<file path="config.mk">
export PLATFORM = sky130hd
export DESIGN_NAME = board_keeper
export DESIGN_NICKNAME = d
export VERILOG_FILES = /design/src/rtl/ttt_pkg.sv /design/src/rtl/ttt_line_check.sv /design/src/rtl/board_keeper.sv
export SDC_FILE = /design/constraint.sdc
export NUM_CORES = 1
export LEC_CHECK = 0
export BUFFER_PORTS_ARGS = -buffer_cell sky130_fd_sc_hd__buf_2
export CORE_MARGIN = 10
export CORE_UTILIZATION = 58
export CTS_CLUSTER_SIZE = 20
export DETAILED_ROUTE_END_ITERATION = 12
export MAX_ROUTING_LAYER = met4
export PLACE_DENSITY = 0.84
export SYNTH_ARGS = -nofsm -noshare
export SYNTH_HDL_FRONTEND = slang
export SYNTH_SLANG_ARGS = --single-unit
</file>
<file path="constraint.sdc">
create_clock -name i_clk -period 5.6 [get_ports i_clk]
set_input_delay 0.56 -clock i_clk [delete_from_list [all_inputs] [get_ports i_clk]]
set_output_delay 0.56 -clock i_clk [all_outputs]
set_load 0.01 [all_outputs]
</file>
<file path="src/rtl/ttt_pkg.sv">
// Shared types, codes and board helpers for the tic-tac-toe board keeper.
// Square 0 lives in board[17:16], square 8 in board[1:0].
package ttt_pkg;

    localparam int NUM_SQ    = 9;
    localparam int BOARD_W   = 18;
    localparam int NUM_LINES = 8;

    localparam logic [1:0] SQ_EMPTY = 2'b00;
    localparam logic [1:0] SQ_X     = 2'b11;
    localparam logic [1:0] SQ_O     = 2'b01;

    typedef enum logic [1:0] {
        NONE = 2'd0,
        XWIN = 2'd1,
        OWIN = 2'd2,
        DRAW = 2'd3
    } result_t;

    typedef enum logic [1:0] {
        PLAY  = 2'd0,
        CHECK = 2'd1,
        OVER  = 2'd2
    } state_t;

    typedef logic [3:0] sq_idx_t;

    // rows, columns, then the two diagonals
    localparam sq_idx_t LINE_TAB [NUM_LINES][3] = '{
        '{4'd0, 4'd1, 4'd2},
        '{4'd3, 4'd4, 4'd5},
        '{4'd6, 4'd7, 4'd8},
        '{4'd0, 4'd3, 4'd6},
        '{4'd1, 4'd4, 4'd7},
        '{4'd2, 4'd5, 4'd8},
        '{4'd0, 4'd4, 4'd8},
        '{4'd2, 4'd4, 4'd6}
    };

    function automatic logic [1:0] sq_get(
        input logic [BOARD_W-1:0] b,
        input sq_idx_t            s
    );
        logic [1:0] r;
        r = SQ_EMPTY;
        for (int i = 0; i < NUM_SQ; i++) begin
            if (s == 4'(i)) r = b[BOARD_W-1-2*i -: 2];
        end
        return r;
    endfunction

    function automatic logic [BOARD_W-1:0] sq_set(
        input logic [BOARD_W-1:0] b,
        input sq_idx_t            s,
        input logic [1:0]         v
    );
        logic [BOARD_W-1:0] r;
        r = b;
        for (int i = 0; i < NUM_SQ; i++) begin
            if (s == 4'(i)) r[BOARD_W-1-2*i -: 2] = v;
        end
        return r;
    endfunction

endpackage

</file>
<file path="src/rtl/ttt_line_check.sv">
// Flags a line of three squares fully owned by X or by O.
// Purely combinational; one instance per board line.
module ttt_line_check
    import ttt_pkg::*;
(
    input  logic [1:0] a,
    input  logic [1:0] b,
    input  logic [1:0] c,
    output logic       x_line,
    output logic       o_line
);

    assign x_line = (a == SQ_X) && (b == SQ_X) && (c == SQ_X);
    assign o_line = (a == SQ_O) && (b == SQ_O) && (c == SQ_O);

endmodule

</file>
<file path="src/rtl/board_keeper.sv">
// Sole writer of the tic-tac-toe board: move handshake, turns, outcome.
// Optional one-level undo is built when TTT_UNDO_EN is defined.
module board_keeper
    import ttt_pkg::*;
#(
    parameter logic FIRST_PLAYER = 1'b0
) (
    input  logic        i_clk,
    input  logic        i_reset_n,
    input  logic        i_new_game,
`ifdef TTT_UNDO_EN
    input  logic        i_undo,
`endif
    input  logic        i_move_valid,
    input  logic [3:0]  i_move_sq,
    output logic        o_move_ready,
    output logic        o_move_ack,
    output logic        o_move_err,
    output logic [17:0] o_board,
    output logic        o_turn,
    output logic [3:0]  o_move_count,
    output logic [1:0]  o_result,
    output logic        o_game_over
);

    state_t               state_q, state_d;
    logic [BOARD_W-1:0]   board_q, board_d;
    logic                 turn_q, turn_d;
    logic [3:0]           count_q, count_d;
    result_t              result_q, result_d;
    logic                 ack_q, ack_d;
    logic                 err_q, err_d;

    logic [NUM_LINES-1:0] x_line;
    logic [NUM_LINES-1:0] o_line;
    logic                 legal;
    logic                 x_win;
    logic                 o_win;

`ifdef TTT_UNDO_EN
    logic                 hist_v_q, hist_v_d;
    sq_idx_t              hist_sq_q, hist_sq_d;
    logic                 hist_turn_q, hist_turn_d;
`endif

    for (genvar g = 0; g < NUM_LINES; g++) begin : g_line
        ttt_line_check u_lc (
            .a      (sq_get(board_q, LINE_TAB[g][0])),
            .b      (sq_get(board_q, LINE_TAB[g][1])),
            .c      (sq_get(board_q, LINE_TAB[g][2])),
            .x_line (x_line[g]),
            .o_line (o_line[g])
        );
    end

    // next-state, board update and response pulses
    always_comb begin
        state_d  = state_q;
        board_d  = board_q;
        turn_d   = turn_q;
        count_d  = count_q;
        result_d = result_q;
        ack_d    = 1'b0;
        err_d    = 1'b0;
`ifdef TTT_UNDO_EN
        hist_v_d    = hist_v_q;
        hist_sq_d   = hist_sq_q;
        hist_turn_d = hist_turn_q;
`endif
        legal = (i_move_sq <= 4'd8)
             && (sq_get(board_q, i_move_sq) == SQ_EMPTY);
        x_win = |x_line;
        o_win = |o_line;

        if (i_new_game) begin
            state_d  = PLAY;
            board_d  = '0;
            turn_d   = FIRST_PLAYER;
            count_d  = 4'd0;
            result_d = NONE;
`ifdef TTT_UNDO_EN
            hist_v_d = 1'b0;
`endif
        end else begin
            unique case (state_q)
                PLAY: begin
                    if (i_move_valid) begin
                        if (legal) begin
                            board_d = sq_set(board_q, i_move_sq,
                                             turn_q ? SQ_O : SQ_X);
                            count_d = count_q + 4'd1;
                            ack_d   = 1'b1;
                            state_d = CHECK;
`ifdef TTT_UNDO_EN
                            hist_v_d    = 1'b1;
                            hist_sq_d   = i_move_sq;
                            hist_turn_d = turn_q;
`endif
                        end else begin
                            err_d = 1'b1;
                        end
                    end
                end
                CHECK: begin
                    if (x_win) begin
                        result_d = XWIN;
                        state_d  = OVER;
                    end else if (o_win) begin
                        result_d = OWIN;
                        state_d  = OVER;
                    end else if (count_q == 4'd9) begin
                        result_d = DRAW;
                        state_d  = OVER;
                    end else begin
                        result_d = NONE;
                        turn_d   = ~turn_q;
                        state_d  = PLAY;
                    end
                end
                OVER: begin
                end
                default: state_d = PLAY;
            endcase
`ifdef TTT_UNDO_EN
            if (i_undo && ((state_q == OVER) ||
                           (state_q == PLAY && !i_move_valid))) begin
                if (hist_v_q) begin
                    board_d  = sq_set(board_q, hist_sq_q, SQ_EMPTY);
                    turn_d   = hist_turn_q;
                    count_d  = count_q - 4'd1;
                    result_d = NONE;
                    state_d  = PLAY;
                    ack_d    = 1'b1;
                    hist_v_d = 1'b0;
                end else begin
                    err_d = 1'b1;
                end
            end
`endif
        end
    end

    // state and board registers
    always_ff @(posedge i_clk or negedge i_reset_n) begin
        if (!i_reset_n) begin
            state_q  <= PLAY;
            board_q  <= '0;
            turn_q   <= FIRST_PLAYER;
            count_q  <= 4'd0;
            result_q <= NONE;
            ack_q    <= 1'b0;
            err_q    <= 1'b0;
        end else begin
            state_q  <= state_d;
            board_q  <= board_d;
            turn_q   <= turn_d;
            count_q  <= count_d;
            result_q <= result_d;
            ack_q    <= ack_d;
            err_q    <= err_d;
        end
    end

`ifdef TTT_UNDO_EN
    // one-level history of the last accepted move
    always_ff @(posedge i_clk or negedge i_reset_n) begin
        if (!i_reset_n) begin
            hist_v_q    <= 1'b0;
            hist_sq_q   <= 4'd0;
            hist_turn_q <= 1'b0;
        end else begin
            hist_v_q    <= hist_v_d;
            hist_sq_q   <= hist_sq_d;
            hist_turn_q <= hist_turn_d;
        end
    end
`endif

    assign o_move_ready = (state_q == PLAY);
    assign o_move_ack   = ack_q;
    assign o_move_err   = err_q;
    assign o_board      = board_q;
    assign o_turn       = turn_q;
    assign o_move_count = count_q;
    assign o_result     = result_q;
    assign o_game_over  = (result_q != NONE);

endmodule

</file>
==> run summary, run 1 <==
Synthesized Nets -> 193
Final setup viols -> 0
Fmax -> 444 MHz
Crit path time final -> 2.25 ns
Syn Inst Count -> 183
I/O pin count -> 37
Slew headroom -> 0.459
IO Port Bufs -> 36
Area grow syn2layout -> 14.1%
Setup slack after layout -> 3.35 ns
RSZ-0062 raised after global routing -> no
Clock Sinks -> 29
Critical Setup Path Class -> register to register
Dpl hpwl -> 3400 µm
Psw -> 114 µW
Slew Viols, Final -> 0
Row count -> 19
Data required, critical path -> 5.82 ns
Max clock buf depth -> 2
Finished Layout Cells -> 251
Proportion of layout cells with a drive suffix above 1 -> 0.250
Post-route DRC violation count -> 0
WHS -> 0.237 ns
Chip width -> 73.6 µm
Hold buffers post-CTS -> 0
Sw frac -> 0.289
Setup TNS Final -> 0 ns
TritonCTS clock tree -> yes
Fin Clk Skew -> 0.0153 ns
Diodes inserted -> 0
Fill count -> 225
Outcome -> finished clean
Die height -> 73.6 µm
Initial core utilization -> 0.605
Gr ovfl total -> 0
Mean area per synthesized cell -> 9.11 µm²
Sequential-to-total area share from yosys stat -> 0.435
Async set-reset flop share out of synthesis -> 1.00
GRT Overall Usage -> 0.181
Worst Max-Slew Pin Slew -> 0.809 ns
Hold/Removal Path Class -> primary input to async pin
Area of the core -> 2760 µm²
CTS resizes -> 0
Top post-synthesis cells by area -> dfrtp_1, nor2_1, nor4bb_1
Final Hold Violating Endpoints -> 0
Initial antenna violation count -> 0
Pint -> 279 µW
Leak Pwr -> 0.000870 µW
Reg power frac -> 0.563
PwrDens -> 206 nW/µm²
Cell area after synthesis -> 1670 µm²
Yosys top cell area share -> 0.435
Post-DR vias/cell -> 6.64
VDD IR max -> 228 µV
Via count -> 1667
First-pass DRT Iterations -> 5
Drt wl/cell -> 18.5 µm
Post-synth EDFFs -> 0
Top FF cell, synth -> dfrtp_1
Worst-skew pair later-pin latency -> 0.32 ns
Setup Buffers After CTS -> 0
TritonCTS Buffers -> 5
Nets -> 229
Multi-input logic area -> 870 µm²
Vias in the first global route -> 1588
Largest net degree at the start of global routing -> 34
Seq cells post-synth -> 29
Combinational Power Share -> 0.130
Pre-CTS setup slack -> 3.15 ns
YS warnings -> 0
DRT iter0 DRCs -> 253
Htree depth -> 2
Clock root buffer -> clkbuf_4
Drt total wl -> 4640 µm
Clock power share -> 0.307
Placed insts -> 243
Critical Path AT -> 2.47 ns
First-pass GRT wire length -> 7690 µm
Register area -> 726 µm²
Clock transition at the registers of the reported paths -> 0.10 ns
DIE AREA -> 5420 µm²
CP startpoint kind -> register
CP Capture Type -> register
Post-synthesis cell type count -> 47
Final period utilization -> 0.402
Core Util, Final -> 0.690
Dominant cell type by area after synthesis -> dfrtp_1
Final antenna-violating net count -> 0
Max Cap Viol -> 0
Worst-path fanout max -> 9
Placer Congestion -> 0.952
[critical path, cell delays in order, from the launching register on]
cell       delay (ns)
dfrtp_1          0.50
nor4_1           0.29
a2111oi_0        0.11
a221o_1          0.43
o211a_1          0.26
nor3_1           0.20
mux2_2           0.35
[layout make-up]
class                      count  share of cell area
clock buffer                   6              0.0217
clock inverter                 2             0.00526
inverter                      10              0.0197
multi-input combinational    137               0.457
sequential                    29               0.381
tap                           31              0.0204
timing repair buffer          36              0.0947
[final timing paths]
kind | startpoint | endpoint | slack [ns] | cells after the start
setup / recovery | o_board[17] | o_move_count[3] | 3.35 | 6
hold reg to reg | o_result[1] | o_result[1] | 0.54 | 2
max in group asynchronous | i_reset_n | o_board[7] | 4.93 | 1
min in group i_clk | o_result[1] | o_result[1] | 0.54 | 2
setup reg to reg | o_board[17] | o_move_count[3] | 3.35 | 6
hold / removal | i_reset_n | o_board[13] | 0.24 | 1
[placed cells by master, fill, tap and decap left out, drive strengths merged, types with 4 or more instances in the layout]
master and instances:
dfrtp 29, nor2b 6, nor3 4, o21ai 7, nor2 29, nor4bb 6
a31oi 8, nand4 8, clkbuf 6, buf 36, a21oi 9, inv 10
nand2 8
[cell families after synthesis]
logic type,after synthesis,synth area share
flip-flops,29,0.435
AO/OA/AOI/OAI,46,0.194
AND/OR/NAND/NOR,87,0.299
multiplexers,2,0.0135
buffers and inverters,17,0.0435
adder cells (fa/ha/maj),2,0.0150
[flip-flops by register name, summed over array words and instances (netlist names)]
signal and flops:
o_board 18, o_move_ack 1, o_turn 1, o_result 2
o_move_count 4, state_q 2, o_move_err 1
[metal layers]
metal / up-vias / track usage / part of all wire
met5: - / - / 0
met4: 0 / 0.0849 / 0.024
met3: 13 / 0.0565 / 0.11
met2: 116 / 0.247 / 0.43
met1: 785 / 0.236 / 0.43
li1: 753 / - / -
[stage by stage]
step                power (µW)  instance area, µm²
floorplan                  255                1670
global placement           273                1850
detailed placement         275                1850
CTS                        392                1900
global route               406                1900
finish                     392                1900
[synthesized netlist by cell type (3+ instances only)]
master    instances
nor2_1           28
nand3b_1          3
or3_1             3
a31oi_1           8
dfrtp_1          29
nor2b_1           6
nand3_1           3
nor4bb_1          6
nand4_1           8
or2_2             3
o32ai_1           3
o21ai_0           5
nand2b_1          3
nor3_1            4
a21oi_1           9
nand2_1           8
inv_1            10
clkbuf_1          4
[power by group through the flow]
stage / clock (µW) / combinational, µW / sequential, µW
floorplan: 0 / 30.8 / 225
global placement: 0 / 49.0 / 224
detailed placement: 0 / 50.5 / 225
CTS: 120 / 50.8 / 221
global route: 128 / 56.3 / 222
finish: 120 / 50.9 / 221
No activity file was read; power rests on OpenSTA's default activity.
==> run 2: changes to the inputs <==
--- a/config.mk
+++ b/config.mk
@@ -7,11 +7,11 @@
 export LEC_CHECK = 0
 export BUFFER_PORTS_ARGS = -buffer_cell sky130_fd_sc_hd__buf_2
 export CORE_MARGIN = 10
-export CORE_UTILIZATION = 58
+export CORE_UTILIZATION = 53
 export CTS_CLUSTER_SIZE = 20
 export DETAILED_ROUTE_END_ITERATION = 12
 export MAX_ROUTING_LAYER = met4
-export PLACE_DENSITY = 0.84
+export PLACE_DENSITY = 0.77
 export SYNTH_ARGS = -nofsm -noshare
 export SYNTH_HDL_FRONTEND = slang
 export SYNTH_SLANG_ARGS = --single-unit
==> constraint.sdc (replaced) <==
create_clock -name i_clk -period 2.2 [get_ports i_clk]
set_input_delay 0.22 -clock i_clk [delete_from_list [all_inputs] [get_ports i_clk]]
set_output_delay 0.22 -clock i_clk [all_outputs]
set_load 0.01 [all_outputs]
==> run 2 against run 1 <==
Against the previous run: die area grew 6.8%; core utilization shrank 3.6 points; highest routed layer unchanged; critical path depth grew 1.
==> run summary, run 2 (synthesized netlist as in run 1, its figures left out) <==
TritonCTS clock tree -> yes (unchanged)
VDD IR max -> 354 µV (was 228 µV)
Fin Clk Skew -> 0.0110 ns (was 0.0153 ns)
Pint -> 714 µW (was 279 µW)
Finished Layout Cells -> 271 (was 251)
Chip width -> 76.1 µm (was 73.6 µm)
PwrDens -> 506 nW/µm² (was 206 nW/µm²)
Initial core utilization -> 0.551 (was 0.605)
Clock Sinks -> 29 (unchanged)
Nets -> 236 (was 229)
M1 GR Usage -> 0.208 (was 0.236)
Reg power frac -> 0.561 (was 0.563)
First-pass GRT wire length -> 7680 µm (was 7690 µm)
Gr ovfl total -> 0 (unchanged)
DIE AREA -> 5790 µm² (was 5420 µm²)
GRT Overall Usage -> 0.161 (was 0.181)
Area grow syn2layout -> 18.8% (was 14.1%)
Htree depth -> 2 (unchanged)
Drt wl/cell -> 17.2 µm (was 18.5 µm)
Final period utilization -> 0.942 (was 0.402)
Clock power share -> 0.302 (was 0.307)
Crit-path slowest cell -> dfrtp_1 (unchanged)
Commonest non-fill, non-tap cell in the layout -> buf_2 (unchanged)
Setup slack, reg-to-reg -> 0.13 ns (was 3.35 ns)
Pre-CTS setup slack -> 0.171 ns (was 3.15 ns)
Crit path time final -> 2.07 ns (was 2.25 ns)
Final antenna-violating net count -> 0 (unchanged)
Initial antenna violation count -> 0 (unchanged)
Clock root buffer -> clkbuf_4 (unchanged)
Final setup viols -> 0 (unchanged)
Worst-skew pair later-pin latency -> 0.32 ns (about the same)
First-pass DRT Iterations -> 4 (was 5)
Crit-path max cell delay -> 0.39 ns (was 0.50 ns)
Slew headroom -> 0.568 (was 0.459)
Final Hold Violating Endpoints -> 0 (unchanged)
Max reg flops -> 18 (unchanged)
Leak Pwr -> 0.000902 µW (was 0.000870 µW)
Global routing usage on met2 -> 0.241 (was 0.247)
Post-DR vias/cell -> 5.97 (was 6.64)
Critical Setup Path Class -> register to register (unchanged)
Psw -> 287 µW (was 114 µW)
CP Capture Type -> register (unchanged)
CP startpoint kind -> register (unchanged)
Slew Viols, Final -> 0 (unchanged)
Worst-path fanout max -> 6 (was 9)
Busiest layer in global routing -> met2 (unchanged)
Fmax -> 482 MHz (was 444 MHz)
Commonest non-fill, non-tap cells in the layout -> buf_2, nor2_1, dfrtp_1, inv_1, a21oi_1 (was buf_2, dfrtp_1, nor2_1, inv_1, a21oi_1)
DRT iter0 DRCs -> 170 (was 253)
IO Port Bufs -> 36 (unchanged)
Drt total wl -> 4650 µm (was 4640 µm)
Area of the core -> 3030 µm² (was 2760 µm²)
Die height -> 76.1 µm (was 73.6 µm)
Via count -> 1617 (was 1667)
Sw frac -> 0.287 (was 0.289)
Row count -> 20 (was 19)
Placed insts -> 262 (was 243)
Worst Max-Slew Pin Slew -> 0.648 ns (was 0.809 ns)
Combinational Power Share -> 0.137 (was 0.130)
Post-route DRC violation count -> 0 (unchanged)
Crit path cell chain -> nor4_1 > a2111oi_1 > a221o_1 > buf_4 > nor2_4 > nand3b_1 > o32ai_1 (was nor4_1 > a2111oi_0 > a221o_1 > o211a_1 > nor3_1 > mux2_2)
Setup Buffers After CTS -> 0 (unchanged)
I/O pin count -> 37 (unchanged)
RSZ-0062 raised after global routing -> yes (was no)
Diodes inserted -> 0 (unchanged)
TritonCTS Buffers -> 5 (unchanged)
Outcome -> finished clean (unchanged)
Dpl hpwl -> 3430 µm (was 3400 µm)
WHS -> 0.256 ns (was 0.237 ns)
Data required, critical path -> 2.42 ns (was 5.82 ns)
Largest net degree at the start of global routing -> 34 (unchanged)
Power, Total -> 1000 µW (was 392 µW)
Max clock buf depth -> 2 (unchanged)
Proportion of layout cells with a drive suffix above 1 -> 0.278 (was 0.250)
Critical Path AT -> 2.29 ns (was 2.47 ns)
Hold/Removal Path Class -> primary input to register (was primary input to async pin)
M3 GR Usage -> 0.0425 (was 0.0565)
Placer Congestion -> 0.998 (was 0.952)
Vias in the first global route -> 1564 (was 1588)
Core Util, Final -> 0.654 (was 0.690)
Setup slack after layout -> 0.127 ns (was 3.35 ns)
Clock transition at the registers of the reported paths -> 0.10 ns (about the same)
Max Cap Viol -> 0 (unchanged)
-- run 2: layer usage --
layer / vias up / wire length, µm
met1: 759 / 2070
li1: 774 / -
met5: - / 0
met2: 75 / 2130
met3: 9 / 373
met4: 0 / 78
-- run 2: final timing paths --
check | startpoint | to | depth (start not counted)
setup / recovery | o_board[17] | o_board[13] | 7
hold / removal | i_move_sq[0] | o_board[17] | 2
setup reg to reg | o_board[17] | o_board[13] | 7
hold reg to reg | o_result[1] | o_result[1] | 2
max in group asynchronous | i_reset_n | o_board[12] | 2
min in group asynchronous | i_reset_n | o_board[14] | 2
-- run 2: worst max-delay path: cells and delay by family (launching register included) --
family,cells,cell delay [ns]
buffers and inverters,1,0.16
flip-flops,1,0.39
AO/OA/AOI/OAI,3,0.77
AND/OR/NAND/NOR,3,0.66
-- run 2: power by group through the flow --
stage                     Combinational (µW)  Sequential (µW)  Clock, µW
final                                    137              562        303
after global routing                     151              564        337
after CTS                                137              561        313
after detailed placement                 135              571          0
after global placement                   132              570          0
after floorplan                         78.4              572          0
-- run 2: timing repair --
item,CTS,global route
setup endpoints to repair,0,9
hold buffers,1,0
hold endpoints to repair,29,0
resized for setup,0,2
-- run 2: area by class of cell --
class,count,area [µm²]
fill,260,1050
multi-input combinational,137,871
clock inverter,3,17.5
inverter,10,37.5
sequential,29,727
timing repair buffer,43,235
clock buffer,5,37.5
tap,44,55.1
-- run 2: per-stage QoR --
stage / area [µm²] / TNS (ns)
2_1_floorplan: 1670 / 0
3_5_place_dp: 1910 / 0
5_1_grt: 1980 / -0.0150
3_3_place_gp: 1910 / 0
6_report: 1980 / 0
4_1_cts: 1980 / 0
